===== config.mk =====
export PLATFORM = sky130hd
export DESIGN_NAME = mouse_click_conditioner
export DESIGN_NICKNAME = d
export VERILOG_FILES = /design/src/rtl/mouse_click_conditioner.sv
export SDC_FILE = /design/constraint.sdc
export NUM_CORES = 1
export LEC_CHECK = 0
export ABC_AREA = 1
export BUFFER_PORTS_ARGS = -buffer_cell sky130_fd_sc_hd__buf_2
export CORE_UTILIZATION = 59
export DETAILED_ROUTE_END_ITERATION = 7
export PLACE_DENSITY = 0.88
export SLEW_MARGIN = 10
export SYNTH_ARGS = -nofsm -noshare
export SYNTH_HDL_FRONTEND = slang
export SYNTH_HIERARCHICAL = 1
export SYNTH_SLANG_ARGS = --single-unit

===== constraint.sdc =====
create_clock -name clk -period 3 [get_ports clk]
set_clock_uncertainty 0.15 [all_clocks]
set_input_delay 0.3 -clock clk [delete_from_list [all_inputs] [get_ports clk]]
set_output_delay 0.3 -clock clk [all_outputs]
set_load 0.005 [all_outputs]

===== src/rtl/mouse_click_conditioner.sv =====
// Mouse button conditioning for the duck game: per-button sync + debounce FSM,
// single-cycle click pulses, left/right arbitration, shot capture and counting.

module mouse_click_conditioner_btn #(
  parameter int unsigned DEBOUNCE_CYCLES = 16
) (
  input  logic clk,
  input  logic rst_n,
  input  logic raw,
  output logic db,
  output logic press
);

  typedef enum logic [1:0] {
    RELEASED    = 2'd0,
    PRESS_CHK   = 2'd1,
    PRESSED     = 2'd2,
    RELEASE_CHK = 2'd3
  } btn_state_e;

  localparam logic [31:0] CNT_LOAD = 32'(DEBOUNCE_CYCLES - 1);

  btn_state_e  state_q, state_d;
  logic [31:0] cnt_q, cnt_d;
  logic        meta_q, sync_q, db_q, db_d;

  always_ff @(posedge clk) begin
    if (!rst_n) begin
      state_q <= RELEASED;
      cnt_q   <= '0;
      meta_q  <= 1'b0;
      sync_q  <= 1'b0;
      db_q    <= 1'b0;
    end else begin
      state_q <= state_d;
      cnt_q   <= cnt_d;
      meta_q  <= raw;
      sync_q  <= meta_q;
      db_q    <= db_d;
    end
  end

  always_comb begin
    state_d = state_q;
    cnt_d   = cnt_q;
    press   = 1'b0;
    unique case (state_q)
      RELEASED: begin
        if (sync_q) begin
          state_d = PRESS_CHK;
          cnt_d   = CNT_LOAD;
        end
      end
      PRESS_CHK: begin
        if (!sync_q) begin
          state_d = RELEASED;
        end else if (cnt_q == '0) begin
          state_d = PRESSED;
          press   = 1'b1;
        end else begin
          cnt_d = cnt_q - 32'd1;
        end
      end
      PRESSED: begin
        if (!sync_q) begin
          state_d = RELEASE_CHK;
          cnt_d   = CNT_LOAD;
        end
      end
      RELEASE_CHK: begin
        if (sync_q) begin
          state_d = PRESSED;
        end else if (cnt_q == '0) begin
          state_d = RELEASED;
        end else begin
          cnt_d = cnt_q - 32'd1;
        end
      end
      default: state_d = RELEASED;
    endcase
    db_d = (state_d == PRESSED) || (state_d == RELEASE_CHK);
  end

  assign db = db_q;

endmodule

module mouse_click_conditioner #(
  parameter int unsigned DEBOUNCE_CYCLES = 16,
  parameter int unsigned X_MAX           = 1023,
  parameter int unsigned Y_MAX           = 767
) (
  input  logic        clk,
  input  logic        rst_n,
  input  logic        game_enable,
  input  logic        left_mouse_raw,
  input  logic        right_mouse_raw,
  input  logic [11:0] mouse_xpos,
  input  logic [11:0] mouse_ypos,
  output logic        left_mouse_db,
  output logic        right_mouse_db,
  output logic        left_click,
  output logic        right_click,
  output logic        shot_valid,
  output logic [11:0] shot_xpos,
  output logic [11:0] shot_ypos,
  output logic [7:0]  shots_fired
);

  localparam logic [11:0] X_LIM = 12'(X_MAX);
  localparam logic [11:0] Y_LIM = 12'(Y_MAX);

  logic        l_press, r_press;
  logic        left_click_q, left_click_d;
  logic        right_click_q, right_click_d;
  logic        pending_q, pending_d;
  logic [11:0] shot_x_q, shot_x_d, shot_y_q, shot_y_d;
  logic [7:0]  shots_q, shots_d;

  mouse_click_conditioner_btn #(.DEBOUNCE_CYCLES(DEBOUNCE_CYCLES)) u_left (
    .clk(clk), .rst_n(rst_n), .raw(left_mouse_raw), .db(left_mouse_db), .press(l_press)
  );

  mouse_click_conditioner_btn #(.DEBOUNCE_CYCLES(DEBOUNCE_CYCLES)) u_right (
    .clk(clk), .rst_n(rst_n), .raw(right_mouse_raw), .db(right_mouse_db), .press(r_press)
  );

  always_ff @(posedge clk) begin
    if (!rst_n) begin
      left_click_q  <= 1'b0;
      right_click_q <= 1'b0;
      pending_q     <= 1'b0;
      shot_x_q      <= '0;
      shot_y_q      <= '0;
      shots_q       <= '0;
    end else begin
      left_click_q  <= left_click_d;
      right_click_q <= right_click_d;
      pending_q     <= pending_d;
      shot_x_q      <= shot_x_d;
      shot_y_q      <= shot_y_d;
      shots_q       <= shots_d;
    end
  end

  always_comb begin
    left_click_d  = game_enable && l_press;
    // Left wins a tie; a right press landing while one is pending merges into it.
    right_click_d = game_enable && (pending_q || (r_press && !l_press));
    pending_d     = game_enable && l_press && r_press && !pending_q;
    shot_x_d      = shot_x_q;
    shot_y_d      = shot_y_q;
    shots_d       = shots_q;
    if (left_click_d) begin
      shot_x_d = (mouse_xpos > X_LIM) ? X_LIM : mouse_xpos;
      shot_y_d = (mouse_ypos > Y_LIM) ? Y_LIM : mouse_ypos;
      if (shots_q != 8'hFF) shots_d = shots_q + 8'd1;
    end
    if (!game_enable) shots_d = '0;
  end

  assign left_click  = left_click_q;
  assign right_click = right_click_q;
  assign shot_valid  = left_click_q;
  assign shot_xpos   = shot_x_q;
  assign shot_ypos   = shot_y_q;
  assign shots_fired = shots_q;

endmodule


==> flow_metrics.tcl, run 1 <==
set metrics [dict create \
    status "complete, no violations" \
    hold_class "in2reg" \
    ir_drop_v 0.000459 \
    final_common_cell "nand2_1" \
    setup_viol 0 \
    worst_slack_ns 0.514 \
    endpoint_kind "flop" \
    row_count 35 \
    antenna_found_initial 0 \
    antenna_cells 0 \
    dr.pass1.iters 5 \
    placed_area_um2 6090 \
    start_util_pct 61.7 \
    drv_slew 0 \
    crit_required_ns 3.17 \
    pwr-share-seq_pct 47.0 \
    insertion_delay_ns 0.38 \
    grt_pass1_wl_um 21600 \
    clock_sinks 107 \
    worstPathMaxFanout 22 \
    setup.worst_path.end "shot_ypos[9]" \
    pin_count 66 \
    ys_warn_count 6 \
    drt_iter0_markers 292 \
    synth_top_flop_cell "dfxtp_1" \
    areaGrowthSynthToFinish_pct 11.4 \
    startpoint_type "flop" \
    regToRegStartpoint "u_left/cnt_q[0]" \
    grt_max_degree 36 \
    seq_area_frac_synth_pct 37.2 \
    fp.dieH_um 101 \
    p_leak_nw 3.10 \
    final_nets 966 \
    avgViaCountPerCell 5.20 \
    arrival_ns 2.65 \
    num-fill-cells 768 \
    synth_cell_type_count 37 \
    p_switching_w 0.00102 \
    min_period_over_period_pct 82.9 \
    dieArea_um2 10200 \
    netlist_instances 866 \
    port_buffers 65 \
    root_buffer "clkbuf_8" \
    wl_per_cell_um 11.9 \
    synth_area_um2 5750 \
    timing_worst_slew_pin_value_ns 0.752 \
    swShare_pct 32.0 \
    dp_slack_ns 0.547 \
    core-area_um2 9330 \
    pwr-share-clk_pct 31.7 \
    overflow 0 \
    max-cap-violations 0 \
    ant_nets 0 \
    design_area_um2 6410 \
    tns_ns 0 \
    cts_tree "done" \
    crit_start "u_left/cnt_q[0]" \
    hold_viol 0 \
    holdWs_ns 0.0106 \
    cts_buffer_depth 2 \
    via_count 5541 \
    synthArstFlopShare_pct 0 \
    grt_pass1_vias 4945 \
    syn-num-nets 900 \
    synth_edf_count 0 \
    rsz0062_at_grt "false" \
    timing.slew.headroom_pct 49.7 \
    grt_usage_pct 26.4 \
    p_comb_share_pct 21.3 \
    r2r_cells 15 \
    route.detailed.drc 0 \
    p_int_w 0.00218 \
    die_w_um 101 \
    rrSetupSlack_ns 0.51 \
    layout_common_cells "nand2_1, nor2_1, dfxtp_1" \
    avgSynthCellArea_um2 6.64 \
    clock.fmax_mhz 402 \
    power.density_nw_per_um2 499 \
    drive_gt1_share_pct 17.1 \
    cts_max_level 3 \
    clk_pin_slew_ns 0.10 \
    hpwlAfterDp_um 8850 \
    fin_crit_ns 2.49 \
    cts_buffers 9 \
    r2r-end "shot_ypos[9]" \
    crit_type "reg2reg" \
    ys_ff_latch 107 \
    globalplace.congestion 0.889 \
    wirelength_um 12600 \
]
-- Yosys cell counts (all sizes together), types with 3 or more instances --
master    n  area [um2]
nand2   245         965
nor2    217         920
dfxtp   107        2140
inv      96         363
nand3    44         260
a21oi    31         159
nand4    25         169
nor3     19         115
buf      18         158
o21ai    15        75.1
o221a     9         101
o31ai     8        60.1
ha        5        62.6
nand3b    5        37.5
or2       4        25.0
xor2      4        50.1
clkbuf    3        11.3
nor4      3        18.8
-- logic make-up after synthesis --
kind of cell / Yosys count / synth area share, %
compound gates: 65 / 7.13
xor+xnor: 6 / 1.17
fa+ha+maj: 5 / 1.09
buf+inv: 119 / 9.55
flops: 107 / 37.2
simple gates: 564 / 43.8
-- through the flow --
step | total power [W] | util (%) | std cells
global route | 0.00338 | 68.7 | 1066
finish | 0.00320 | 68.7 | 1066
detailed placement | 0.00219 | 65.3 | 1042
CTS | 0.00321 | 68.7 | 1066
global placement | 0.00218 | 65.3 | 1042
floorplan | 0.00207 | - | 866
-- how the worst min path moves through the flow --
stage          cells after the start             end      startpoint
2_1_floorplan                      2   u_left/sync_q   u_left/meta_q
3_3_place_gp                       2  u_right/sync_q  u_right/meta_q
3_5_place_dp                       2  u_right/sync_q  u_right/meta_q
4_1_cts                            3    shot_ypos[4]   mouse_ypos[4]
5_1_grt                            3    shot_ypos[4]   mouse_ypos[4]
6_report                           3    shot_ypos[4]   mouse_ypos[4]
-- cell type report --
type / instances / area [um2] / share of cell area (%)
Inverter: 98 / 380 / 5.94
Tap cell: 129 / 161 / 2.52
Clock inverter: 7 / 110 / 1.72
Multi-Input combinational cell: 640 / 3060 / 47.8
Sequential cell: 107 / 2140 / 33.4
Timing Repair Buffer: 76 / 428 / 6.68
Clock buffer: 9 / 124 / 1.93
-- metal layers --
layer / global-route usage (%) / up-vias / routed length [um] / part of all wire, %
met3: 6.31 / 18 / 810 / 6.4
met2: 43.0 / 179 / 5810 / 46
met1: 34.9 / 2474 / 5840 / 46
met5: 0 / - / 0 / 0
met4: 7.25 / 0 / 184 / 1.5
li1: - / 2870 / - / -
-- power groups by stage --
| stage | Clock (W) | Sequential (W) | Combinational, W |
|---|---|---|---|
| floorplan | 0 | 0.00152 | 0.000542 |
| global placement | 0 | 0.00153 | 0.000647 |
| detailed placement | 0 | 0.00153 | 0.000660 |
| CTS | 0.00104 | 0.00150 | 0.000675 |
| global route | 0.00110 | 0.00151 | 0.000775 |
| finish | 0.00101 | 0.00150 | 0.000681 |
-- flip-flops by register name (all words and copies together), names as in the netlist --
register / count
left_click: 1
u_right/meta_q: 1
u_left/meta_q: 1
shot_xpos: 12
u_right/cnt_q: 32
u_left/sync_q: 1
u_left/cnt_q: 32
shot_ypos: 12
pending_q: 1
u_right/state_q: 2
right_click: 1
u_left/state_q: 2
shots_fired: 8
u_right/sync_q: 1
-- critical path: stages, from the launching register on --
cell and delay (ns):
dfxtp_1 0.32, inv_1 0.11, ha_1 0.16, nand2_1 0.05
inv_1 0.05, nand2_1 0.05, nor2_2 0.13, nand2_2 0.08
nor2_4 0.14, nand2_1 0.09, nor2_1 0.15, nand2_2 0.20
inv_4 0.26, buf_4 0.25, o21ai_0 0.09, nor2_1 0.15
-- timing repair --
action	4_1_cts	5_1_grt
endpoints found under the hold margin	8	0
buffers inserted	0	0
hold buffers	8	0
gates resized for setup	0	0
setup endpoints to repair	0	0
No activity file was read; power rests on OpenSTA's default activity.
==> run 2: changes to the inputs <==
==> constraint.sdc (replaced) <==
create_clock -name clk -period 2.3 [get_ports clk]
set_clock_uncertainty 0.15 [all_clocks]
set_input_delay 0.23 -clock clk [delete_from_list [all_inputs] [get_ports clk]]
set_output_delay 0.23 -clock clk [all_outputs]
set_load 0.005 [all_outputs]
==> run 2 against run 1 <==
  * Critical path depth fell by 1
  * Power grew 26%
  * Setup slack got worse by 0.38 ns
  * Register-to-register slack got worse by 0.38 ns
  * Count of clock-buffer cells in the layout is 1 higher
  * First-iteration DRC count rose by 5.5%
  * Core utilization increased by 2.7 points
  * Global-route usage increased by 2.3 points
  * Critical endpoint is now shot_ypos[3]
==> flow_metrics.tcl, run 2 (same netlist as run 1, synthesis figures left out) <==
set metrics [dict create \
    dr.pass1.iters 4 \
    clock.fmax_mhz 461 \
    holdWs_ns 0.00966 \
    wl_met1_um 6170 \
    port_buffers 65 \
    power.density_nw_per_um2 605 \
    critical_path.max_stage_delay_ns 0.33 \
    crit_chain "inv_2 > ha_1 > nand2_1 > inv_1 > nand2_1 > nor2_2 > nand2_2 > nor2_4 > nand2_2 > nor2_2 > nand2_2 > buf_4 > nor3_1 > nor2_1" \
    antenna_cells 0 \
    avgViaCountPerCell 5.31 \
    setup_viol 0 \
    crit_required_ns 2.43 \
    worstPathMaxFanout 12 \
    p_total_w 0.00403 \
    wl_met3_um 933 \
    cp_common_cell "nand2_2" \
    insertion_delay_ns 0.39 \
    dp.cells 1055 \
    endpoint_kind "flop" \
    ant_nets 0 \
    hold_class "in2reg" \
    crit_type "reg2reg" \
    fin_cells 1099 \
    reg.largest.list "u_left/cnt_q (32), u_right/cnt_q (32)" \
    hpwlAfterDp_um 9360 \
    grt_pass1_vias 5252 \
    final_nets 999 \
    globalplace.congestion 0.890 \
    wl_met2_um 6830 \
    antenna_found_initial 0 \
    ir_drop_v 0.000508 \
    tns_ns 0 \
    areaGrowthSynthToFinish_pct 15.8 \
    design_area_um2 6670 \
    route.detailed.drc 0 \
    max-cap-violations 0 \
    slowest_stage "dfxtp_1" \
    wirelength_um 14200 \
    timing.slew.headroom_pct 68.0 \
    die_w_um 101 \
    grt_pass1_wl_um 23300 \
    layout_common_cells "nand2_1, nor2_1, dfxtp_1" \
    pin_count 66 \
    start_util_pct 61.7 \
    cts_buffers 9 \
    grt_max_degree 34 \
    arrival_ns 2.30 \
    clk_pin_slew_ns 0.11 \
    startpoint_type "flop" \
    cts_max_level 3 \
    timing_worst_slew_pin_value_ns 0.477 \
    cts_tree "done" \
    via_count 5838 \
    top_layer "met4" \
    r2r_cells 14 \
    drv_slew 0 \
    core-area_um2 9330 \
    overflow 0 \
    wl_per_cell_um 13.0 \
    drive_gt1_share_pct 18.7 \
    root_buffer "clkbuf_8" \
    fin_crit_ns 2.17 \
    cts_buffer_depth 2 \
    whs_path_depth 4 \
    fp.dieH_um 101 \
    placed_area_um2 6200 \
    drt_iter0_markers 308 \
    hold_viol 0 \
    row_count 35 \
    clock_sinks 107 \
    status "complete, no violations" \
    p_leak_nw 3.23 \
    final_common_cell "nand2_1" \
    min_period_over_period_pct 94.3 \
    dieArea_um2 10200 \
    grt_usage_pct 28.7 \
]
-- run 2: final cells by class --
class | instances | area [um2]
Multi-Input combinational cell | 640 | 3070
Clock buffer | 10 | 128
Sequential cell | 107 | 2140
Timing Repair Buffer | 109 | 727
Fill cell | 729 | 2660
Clock inverter | 6 | 56.3
Tap cell | 129 | 161
Inverter | 98 | 383
-- run 2: routing by layer --
| metal | GRT usage (%) | vias to the layer above |
|---|---|---|
| met2 | 48.8 | 237 |
| li1 | - | 2933 |
| met3 | 5.96 | 32 |
| met1 | 36.1 | 2636 |
| met5 | 0 | - |
| met4 | 9.81 | 0 |
-- run 2: report_power, final --
group          leakage, nW  total, W  internal (W)  switching (W)
clock network       0.0845   0.00112      0.000417       0.000704
logic                 2.28  0.000952      0.000331       0.000621
registers            0.866   0.00196       0.00191      0.0000475
total                 3.23   0.00403       0.00266        0.00137
-- run 2: worst max-delay path, delay by kind of cell, from the launching register on --
family / cells / cell delay, ns
simple gates: 10 / 1.14
flops: 1 / 0.33
buf+inv: 3 / 0.31
fa+ha+maj: 1 / 0.14
-- run 2: final timing paths --
check | startpoint | endpoint | slack [ns]
worst max-delay path | u_left/cnt_q[1] | shot_ypos[3] | 0.13
worst max register to register | u_left/cnt_q[1] | shot_ypos[3] | 0.13
worst min-delay path | mouse_ypos[10] | shot_ypos[8] | 0.01
worst min register to register | u_right/meta_q | u_right/sync_q | 0.28
-- run 2: per-stage QoR --
stage,util [%],setup WS (ns)
2_1_floorplan,-,0.241
3_3_place_gp,66.5,0.145
3_5_place_dp,66.5,0.0645
4_1_cts,70.9,0.0304
5_1_grt,71.5,-0.00839
6_report,71.5,0.131
-- run 2: timing repair --
action / CTS / global route
hold endpoints to repair: 22 / 0
hold buffers: 22 / 0
resized for setup: 0 / 6
setup endpoints to repair: 0 / 24
setup buffers: 0 / 6
==> run 3: changes to the inputs <==
--- a/config.mk
+++ b/config.mk
@@ -5,9 +5,8 @@
 export SDC_FILE = /design/constraint.sdc
 export NUM_CORES = 1
 export LEC_CHECK = 0
-export ABC_AREA = 1
 export BUFFER_PORTS_ARGS = -buffer_cell sky130_fd_sc_hd__buf_2
-export CORE_UTILIZATION = 59
+export CORE_UTILIZATION = 58
 export DETAILED_ROUTE_END_ITERATION = 7
 export PLACE_DENSITY = 0.88
 export SLEW_MARGIN = 10
==> run 3 against run 2 <==
  * The flow now stops in global routing
  * Synthesized cell count down 33%
  * Area after synthesis down 9.5%
==> flow_metrics.tcl, run 3 <==
set metrics [dict create \
    status "aborted with a tool error" \
    haltStage "global routing" \
    stop_error "[ERROR GRT-0232] Routing congestion too high. Check the congestion heatmap in the GUI." \
    grt_max_degree 26 \
    die_w_um 96.8 \
    clock_sinks 107 \
    worstEpCategory "register input" \
    overflow 62 \
    synthArstFlopShare_pct 0 \
    ys_ff_latch 107 \
    synthTopCellsByCount "dfxtp_1, a21oi_1, nand2_1, or4_1, or3_1" \
    netlist_instances 579 \
    start_util_pct 59.7 \
    avgSynthCellArea_um2 8.99 \
    grt_usage_pct 83.2 \
    ys_warn_count 6 \
    globalplace.congestion 0.904 \
    grt-worst-endpoint "shots_fired[6]$_SDFFE_PN0P_/D" \
    root_buffer "clkbuf_8" \
    yosys-top-cells-area "dfxtp_1, or4_1, o221a_2" \
    cts_max_level 3 \
    synth_edf_count 0 \
    synth_top_flop_cell "dfxtp_1" \
    yosysMostFrequentCell "dfxtp_1" \
    syn-num-nets 613 \
    seq_area_frac_synth_pct 41.1 \
    yosysTopAreaCellShare_pct 41.1 \
    fp.dieH_um 96.8 \
    dp.cells 855 \
    synth_cell_type_count 51 \
    pin_count 66 \
    synth_area_leader_cell "dfxtp_1" \
    row_count 34 \
    port_buffers 65 \
    hpwlAfterDp_um 12400 \
    cts_buffer_depth 2 \
    synth_area_um2 5210 \
    cts_buffers 9 \
]
==> run 3: cell types whose count changed after synthesis, sizes merged, moves of 14 or more <==
cell / change
nand3: -27
nand2: -213
nand4: -14
nor4: +17
clkbuf: +20
nor2: -196
o311ai: +15
or4: +36
o31ai: +14
or3: +27
inv: -80
==> run 3: cells by family after synthesis <==
logic type | after synthesis | synth area share (%)
simple gates | 225 | 25.3
fa+ha+maj | 5 | 1.20
buf+inv | 56 | 4.73
xor+xnor | 8 | 1.35
flops | 107 | 41.1
compound gates | 177 | 26.1
mux | 1 | 0.192
==> run 3: what timing repair did <==
action                                  4_1_cts
cloned                                        3
pin swaps                                    63
buffers inserted                             13
resized for setup                           110
hold buffers                                 18
hold endpoints to repair                     18
endpoints found under the setup margin      103
==> run 3: layer usage <==
metal	track usage, %	overflow
met1	85.2	0
met2	96.9	30
met3	67.9	0
met4	85.9	32
met5	22.0	0
==> run 3: metrics by stage <==
| step | worst slack (ns) | setup TNS, ns | utilization [%] | area (um2) | hold slack (ns) |
|---|---|---|---|---|---|
| after floorplan | -1.08 | -37.43 | - | 5510 | 0.207 |
| after global placement | -0.975 | -48.14 | 78.2 | 6820 | 0.263 |
| after detailed placement | -1.04 | -52.93 | 78.2 | 6820 | 0.292 |
| after CTS | -0.775 | -45.52 | 89.6 | 7820 | 0.00129 |
==> run 4: changes to the inputs <==
--- a/config.mk
+++ b/config.mk
@@ -6,9 +6,9 @@
 export NUM_CORES = 1
 export LEC_CHECK = 0
 export BUFFER_PORTS_ARGS = -buffer_cell sky130_fd_sc_hd__buf_2
-export CORE_UTILIZATION = 58
+export CORE_UTILIZATION = 40
 export DETAILED_ROUTE_END_ITERATION = 7
-export PLACE_DENSITY = 0.88
+export PLACE_DENSITY_LB_ADDON = 0.15
 export SLEW_MARGIN = 10
 export SYNTH_ARGS = -nofsm -noshare
 export SYNTH_HDL_FRONTEND = slang
==> run 4 against run 3 <==
  * The flow now finishes, with violations (negative setup slack)
  * Synthesized cell count is the same
  * Area after synthesis is the same
==> flow_metrics.tcl, run 4 <==
set metrics [dict create \
    status "finished, violations left" \
    violations "negative setup slack" \
    swShare_pct 28.9 \
    netlist_instances 579 \
    areaGrowthSynthToFinish_pct 57.4 \
    avgViaCountPerCell 5.96 \
    synthTopCellsByCount "dfxtp_1, a21oi_1, nand2_1, or4_1, or3_1" \
    antenna_cells 0 \
    final_nets 834 \
    hpwlAfterDp_um 11500 \
    top_usage_layer "met2" \
    fin_cells 977 \
    dieArea_um2 13500 \
    hold_viol 0 \
    cts_buffers 9 \
    overflow 0 \
    setup_viol 103 \
    crit_chain "or4_4 > or4_4 > or4_4 > nor3b_4 > nand2_2 > or3_4 > o221a_2" \
    seq_area_frac_synth_pct 41.1 \
    pwr-share-seq_pct 41.5 \
    avgSynthCellArea_um2 8.99 \
    use_met1_pct 34.9 \
    ant_nets 0 \
    via_count 5820 \
    clock.fmax_mhz 324 \
    antenna_found_initial 0 \
    ir_drop_v 0.000419 \
    yosysMostFrequentCell "dfxtp_1" \
    drv_slew 0 \
    clock_sinks 107 \
    p_total_w 0.00464 \
    min_period_over_period_pct 134 \
    p_int_w 0.00330 \
    final_common_cell "buf_4" \
    wl_per_cell_um 17.9 \
    p_switching_w 0.00134 \
    gr-usage-met3_pct 4.00 \
    worst_slack_ns -0.791 \
    grt_max_degree 47 \
    p_leak_nw 3.42 \
    rsz0062_at_grt "true" \
    root_buffer "clkbuf_16" \
    worstPathMaxFanout 5 \
    grt_usage_pct 26.6 \
    max-cap-violations 0 \
    crit_required_ns 2.40 \
    synth_edf_count 0 \
    endpoint_kind "flop" \
    synth_cell_type_count 51 \
    grt_pass1_wl_um 28100 \
    start_util_pct 41.1 \
    fp.dieH_um 116 \
    port_buffers 65 \
    fin_crit_ns 3.09 \
    power.density_nw_per_um2 566 \
    reg.largest.list "u_left/cnt_q (32), u_right/cnt_q (32)" \
    synthArstFlopShare_pct 0 \
    synth_area_leader_cell "dfxtp_1" \
    drive_gt1_share_pct 46.1 \
    arrival_ns 3.19 \
    clk_pin_slew_ns 0.08 \
    insertion_delay_ns 0.35 \
    timing_worst_slew_pin_value_ns 0.865 \
    pwr-share-clk_pct 35.0 \
    timing.slew.headroom_pct 41.9 \
    cts_max_level 3 \
    yosysTopAreaCellShare_pct 41.1 \
    design_area_um2 8200 \
    row_count 41 \
    p_comb_share_pct 23.5 \
    tns_ns -48.69 \
    synth_area_um2 5210 \
    num-fill-cells 1056 \
    pin_count 66 \
    globalplace.congestion 0.919 \
    cp_common_cell "or4_4" \
    slowest_stage "or4_4" \
    dp.cells 927 \
    grt_pass1_vias 5631 \
    holdWs_ns 0.00856 \
    grt_util_met2_pct 43.7 \
    startpoint_type "flop" \
    cts_buffer_depth 2 \
    layout_common_cells "buf_4, dfxtp_1, buf_2" \
    die_w_um 116 \
    yosys-top-cells-area "dfxtp_1, or4_1, o221a_2" \
    syn-num-nets 613 \
    route.detailed.drc 0 \
    drt_iter0_markers 486 \
    dr.pass1.iters 5 \
    placed_area_um2 6970 \
    hold_class "in2reg" \
    wirelength_um 17500 \
    ys_ff_latch 107 \
    crit_type "reg2reg" \
    critical_path.max_stage_delay_ns 0.53 \
    synth_top_flop_cell "dfxtp_1" \
    ys_warn_count 6 \
    cts_tree "done" \
    core-area_um2 12700 \
]
-- run 4: cell counts after synthesis --
No cell type changed its count.
-- run 4: cell type report --
cell class,count,area [um2],area share (%)
multi-input combinational,418,3550,43.3
sequential,107,2150,26.2
timing repair buffer,246,1900,23.2
clock buffer,10,239,2.92
tap,172,215,2.63
clock inverter,6,71.3,0.870
inverter,18,67.6,0.824
-- run 4: logic make-up after synthesis --
family,count (synthesis),synth area share (%)
AOI/OAI and AO/OA,177,26.1
and+or+nand+nor,225,25.3
muxes,1,0.192
adders and majority gates,5,1.20
buffers and inverters,56,4.73
xor gates and xnor gates,8,1.35
DFF,107,41.1
-- run 4: timing repair --
action / 4_1_cts / 5_1_grt
endpoints found under the setup margin: 103 / 103
resized for setup: 91 / 46
pin swaps: 45 / 25
hold endpoints to repair: 14 / 0
gates cloned: 5 / 0
hold buffers: 14 / 0
buffers inserted: 13 / 9
-- run 4: worst max-delay path, delay by kind of cell, from the launching register on --
kind	cells	cell delay, ns
simple gates	6	2.25
compound gates	1	0.26
flops	1	0.32
-- run 4: final timing paths --
| path | start | to | slack, ns | cells after the start |
|---|---|---|---|---|
| worst max-delay path | u_left/cnt_q[4] | shot_xpos[9] | -0.79 | 7 |
| worst min-delay path | mouse_ypos[2] | shot_ypos[2] | 0.009 | 2 |
| worst max register to register | u_left/cnt_q[4] | shot_xpos[9] | -0.79 | 7 |
| worst min register to register | shot_ypos[8] | shot_ypos[8] | 0.30 | 2 |
-- run 4: routing by layer --
layer,vias up,wire (um)
li1,2764,-
met3,34,831
met5,-,0
met1,2828,8000
met4,0,373
met2,194,8270
-- run 4: power by group through the flow --
stage	logic (W)	clock network, W	registers (W)
finish	0.00109	0.00162	0.00193
global route	0.00117	0.00174	0.00193
CTS	0.00103	0.00165	0.00193
detailed placement	0.000897	0	0.00197
global placement	0.000884	0	0.00197
floorplan	0.000457	0	0.00197
-- run 4: through the flow --
stage	utilization, %	setup WS, ns
3_3_place_gp	55.0	-1.03
6_report	64.7	-0.791
4_1_cts	63.0	-0.775
3_5_place_dp	55.0	-1.07
5_1_grt	64.7	-0.886
2_1_floorplan	-	-1.08
